<file path="config.mk">
export PLATFORM = sky130hd
export DESIGN_NAME = ex_mul_seq
export DESIGN_NICKNAME = d
export VERILOG_FILES = /design/src/rtl/ex_mul_seq.sv
export SDC_FILE = /design/constraint.sdc
export NUM_CORES = 1
export LEC_CHECK = 0
export BUFFER_PORTS_ARGS = -buffer_cell sky130_fd_sc_hd__buf_4
export CORE_MARGIN = 1
export CORE_UTILIZATION = 49
export CTS_CLUSTER_DIAMETER = 80
export DETAILED_ROUTE_END_ITERATION = 6
export PLACE_DENSITY = 0.69
export SLEW_MARGIN = 10
export SYNTH_ARGS = -nofsm -noshare
export SYNTH_HDL_FRONTEND = slang
export SYNTH_SLANG_ARGS = --single-unit
</file>
<file path="constraint.sdc">
create_clock -name clk -period 6.63 [get_ports clk]
set_input_delay 1.326 -clock clk [delete_from_list [all_inputs] [get_ports clk]]
set_output_delay 1.326 -clock clk [all_outputs]
set_load 0.03 [all_outputs]
</file>
<file path="src/rtl/ex_mul_seq.sv">
// rtl/ex_mul_seq.sv - iterative shift-add unsigned multiplier for the EX stage (optional MUL_HI_EN adds result_hi)
module ex_mul_seq #(
    parameter int N = 64
) (
    input  logic         clk,
    input  logic         reset_n,
    input  logic         start,
    input  logic         flush_E,
    input  logic [N-1:0] opA_E,
    input  logic [N-1:0] opB_E,
    output logic         stall_E,
    output logic         busy,
    output logic         done,
    output logic [N-1:0] result
`ifdef MUL_HI_EN
    ,
    output logic [N-1:0] result_hi
`endif
);

`ifdef MUL_HI_EN
    localparam int AW = 2 * N;
`else
    localparam int AW = N;
`endif
    localparam int CW = (N > 1) ? $clog2(N) : 1;

    typedef enum logic [1:0] {
        S_IDLE = 2'd0,
        S_RUN  = 2'd1,
        S_DONE = 2'd2
    } state_t;

    state_t         r_state;
    state_t         w_state_next;

    logic [AW-1:0]  r_mcand;
    logic [N-1:0]   r_mplier;
    logic [AW-1:0]  r_acc;
    logic [CW-1:0]  r_cnt;
    logic [N-1:0]   r_result;
`ifdef MUL_HI_EN
    logic [N-1:0]   r_result_hi;
`endif

    logic [AW-1:0]  w_acc_sum;
    logic [N-1:0]   w_mplier_shift;
    logic           w_last;
    logic           w_accept;

    assign w_accept       = (r_state == S_IDLE) && start && !flush_E;
    assign w_acc_sum      = r_mplier[0] ? (r_acc + r_mcand) : r_acc;
    assign w_mplier_shift = r_mplier >> 1;
    // Stop on the N-th iteration, or earlier once no multiplier bits remain.
    assign w_last         = (r_cnt == CW'(N - 1)) || (w_mplier_shift == '0);

    always_ff @(posedge clk or negedge reset_n) begin
        if (!reset_n) begin
            r_state <= S_IDLE;
        end else begin
            r_state <= w_state_next;
        end
    end

    always_comb begin
        w_state_next = r_state;
        case (r_state)
            S_IDLE: if (w_accept) w_state_next = S_RUN;
            S_RUN: begin
                if (flush_E)     w_state_next = S_IDLE;
                else if (w_last) w_state_next = S_DONE;
            end
            S_DONE:  w_state_next = S_IDLE;
            default: w_state_next = S_IDLE;
        endcase
    end

    always_comb begin
        busy    = (r_state != S_IDLE);
        done    = (r_state == S_DONE);
        stall_E = w_accept || (r_state == S_RUN);
    end

    always_ff @(posedge clk or negedge reset_n) begin
        if (!reset_n) begin
            r_mcand     <= '0;
            r_mplier    <= '0;
            r_acc       <= '0;
            r_cnt       <= '0;
            r_result    <= '0;
`ifdef MUL_HI_EN
            r_result_hi <= '0;
`endif
        end else if (w_accept) begin
            r_mcand  <= AW'(opA_E);
            r_mplier <= opB_E;
            r_acc    <= '0;
            r_cnt    <= '0;
        end else if (r_state == S_RUN && !flush_E) begin
            r_mcand  <= r_mcand << 1;
            r_mplier <= w_mplier_shift;
            r_acc    <= w_acc_sum;
            r_cnt    <= r_cnt + CW'(1);
            // Capture the final sum on entry to DONE so the outputs stay registered.
            if (w_last) begin
                r_result    <= w_acc_sum[N-1:0];
`ifdef MUL_HI_EN
                r_result_hi <= w_acc_sum[AW-1:N];
`endif
            end
        end
    end

    assign result    = r_result;
`ifdef MUL_HI_EN
    assign result_hi = r_result_hi;
`endif

endmodule

</file>
==> results.md <==
* Netlist area before placement at 15300 sq um
* Routed via count divided by cell count at 5.79
* Final setup violation count at 0
* H-tree depth at 1
* Placed standard-cell area at 16900 sq um
* Clock period minus final worst setup slack at between 3000 and 4000 ps
* Busiest grt layer: met2
* Startpoint Class: input port
* Synth Area in XOR/XNOR at 3.72%
* # diodes at 0
* Gate count of the mapped netlist at 1843
* Post-synthesis sequential area ratio at a little over two fifths
* Deepest clock path buffer count at 3
* Number of standard-cell rows in the floorplan at 64
* Synth Warn # at 0
* Final GP Congestion at 0.895
* Buffers and inverters on the worst path at 2
* Number of synthesized register bits at 264
* EDFF count, synth at 0
* Total global routing track utilization at 26.6%
* Violations in the final reports: design-rule violations
* Total iterations of the first detailed-routing run at 7
* RSZ-0062 raised after global routing: no
* Synthesized-area fraction occupied by adder cells at 5.37%
* Global-route wire length before repair at 68.0 mm
* Share of synthesized area spent on multiplexers at 1.69%
* Clock root buffer: clkbuf_16
* Reg-to-Reg Start: r_mplier[11]
* 1st-iter DRT viols at 1094
* Hold-fix buffers at CTS at 0
* Worst endpoint required time at 5300 ps
* Number of sinks handled by clock tree synthesis at around 260
* Core region area at 30700 sq um
* Area added between synthesis and finish at 16.9%
* Most used DFF post-synth: dfrtp_1
* Final setup skew at roughly 14 ps
* Combinational family with the most area after synthesis: simple AND/OR/NAND/NOR gates
* Total power after layout at 7.16 mW
* Synthesized area per cell at 8.29 sq um
* Via count of the first global-routing pass at about 13000
* Most repeated library cell on the critical path: buf_4
* Largest net degree at the start of global routing at 205
* Area share of the leading cell type in the synthesized netlist at 43.2%
* Worst stage delay on the critical path at 460 ps
* Slew Limit Headroom at 28.4%
* Met3 Use GR at between 3 and 4%
* Layout net count at 2154
* Flop2flop setup slack at 2690 ps
* Filler cells at roughly 2800
* Gr ovfl total at 0
* Layout cell share with drive strength beyond 1 at 14.9%
* HPWL after DPL at roughly 29 mm
* Summed area of non-filler cells in the final layout at 17900 sq um
* Slowest cell on the critical path: nand3_4
* Compound-cell area share of the yosys netlist at 20.5%
* Launching element of the worst setup path: flush_E
* Crit path cell chain: buf_4 -> nor2_1 -> nand3_4 -> o21ai_0 -> buf_4
* Detailed-route DRC error count at 2
* Worst-path maximum fanout at 50
* CP endpoint kind: primary output
* Global Route met2 Usage at around 41%
* Synth Net Count at 2040
* PostCTS Resize Cnt at 0
* Number of standard cells in the final layout excluding fillers at around 2400
* Cell with the most instances after synthesis: nand2_1
* Reg clk slew, reported paths at 60 ps
* Total of max-cap violations at 0
* Count of pins over their slew limit at 0
* Power per cell area at 401 nW/um^2
* Die Y-Extent at roughly 180 um
* Max Fclk at 252 MHz
* Skew-Pair Late Insertion Delay at 570 ps
* Effective utilization at floorplan at 49.8%
* Horizontal die dimension at 179 um
* WP data arrival at 2640 ps
* Number of top-level design ports at 199
* Final Hold Fails at 0
* Number of nets with antenna violations after detailed routing at 0
* Family with the most delay on the worst path: simple AND/OR/NAND/NOR gates
* Most area-consuming cells after synthesis: dfrtp_1 43%, nand2_1 11%, ha_1 5.2%
* Setup Total Neg Slack at 0 ps
* Synth area leader: dfrtp_1
* Cell count after placement at 2322
* Routing usage on met1 at 39.0%
* Leakage at 8.67 nW
* Vias post-DR at 13800
* Outcome: finished, violations left
* Crit path kind: in -> out
* Synthesized-area fraction occupied by and/or/nand/nor cells at 21.5%
* Share of synthesized registers carrying an async set or reset at 100%
* Initial antenna violation count at 0
* Wirelength per Cell at 17.6 um
* Distinct cell type count of the synthesized netlist at between 60 and 70
* Post-detailed-routing wire length at 41.9 mm
* Path class of the lowest-slack min-delay path: reg -> reg
* Top cell types by occurrence after synthesis: 431 x nand2_1, 264 x dfrtp_1, 151 x o21ai_0, 145 x nor2_1, 111 x a31oi_1
* Die area at 31900 sq um
* CTS buffer count at 29
* Number of setup buffers added after CTS at 0
* Worst Tran Pin Value at 1070 ps
* Core utilization of the finished layout at 58.2%
* Maximum resistive drop on vdd at 0.000221 V
* Hold wc startpoint: result[26]
* Number of port buffers at between 150 and 200
* Ratio of final minimum period to clock period at 59.8%
* TritonCTS clock tree: built
worst reg2reg max path: stages, from the launching register on:
cell and delay [ps]:
dfrtp_1 390, nor4_1 450, nand4_1 160, nor4_1 380, a31oi_1 150, nand2b_4 610
inv_1 830, buf_4 470, mux2_2 390
power by group:
| group | leakage [nW] | internal, mW | switching, mW | total (mW) |
|---|---|---|---|---|
| registers | 3.29 | 2.00 | 0.367 | 2.36 |
| clock network | 0.469 | 0.940 | 0.689 | 1.63 |
| logic | 4.91 | 1.24 | 1.93 | 3.17 |
| total | 8.67 | 4.18 | 2.98 | 7.16 |
per-layer routing:
metal	routed length, um	up-vias	share of wire, %
li1	-	6689	-
met1	19800	6567	47
met2	18300	422	44
met3	2440	74	5.8
met4	1310	0	3.1
met5	0	-	0
final cells by class:
| class | instances | area (sq um) | area share [%] |
|---|---|---|---|
| Sequential cell | 264 | 6610 | 37.0 |
| Clock inverter | 13 | 143 | 0.799 |
| Multi-Input combinational cell | 1426 | 8100 | 45.3 |
| Inverter | 27 | 101 | 0.568 |
| Tap cell | 396 | 495 | 2.77 |
| Timing Repair Buffer | 209 | 1600 | 8.97 |
| Clock buffer | 39 | 813 | 4.55 |
final timing paths:
kind | to | cells after the start
worst max-delay path | stall_E | 5
min in group asynchronous | r_mcand[34] | 1
worst min-delay path | result[26] | 2
max in group asynchronous | r_acc[2] | 2
worst max register to register | result[3] | 8
worst min register to register | result[26] | 2
cell families after synthesis:
| logic type | Yosys count |
|---|---|
| buffers and inverters | 153 |
| flip-flops | 264 |
| AND/OR/NAND/NOR | 765 |
| adder cells (fa/ha/maj) | 65 |
| XOR/XNOR | 64 |
| AO/OA/AOI/OAI | 507 |
| multiplexers | 25 |
flip-flops by register name (all words and copies together), names as in the netlist:
register and count:
result 64, r_cnt 6, r_mcand 64, r_mplier 64, r_state 2, r_acc 64
per-stage QoR:
stage	worst slack, ps	hold WS, ps
floorplan	2670	468
global placement	2650	456
detailed placement	2560	462
CTS	2650	475
global route	2390	499
finish	2660	470
placed cells by master, fill, tap and decap left out, types with 36 or more instances in the layout:
cell     synthesis  final
xnor2_1         36     36
a21oi_1        105    105
nor2_1         145    144
o21ai_0        151    151
a31oi_1        111    111
nand3_1         62     61
dfrtp_1        264    264
nand2_1        431    429
buf_4            1    206
ha_1            64     64
Note: power is estimated with default switching activity, not from simulation.
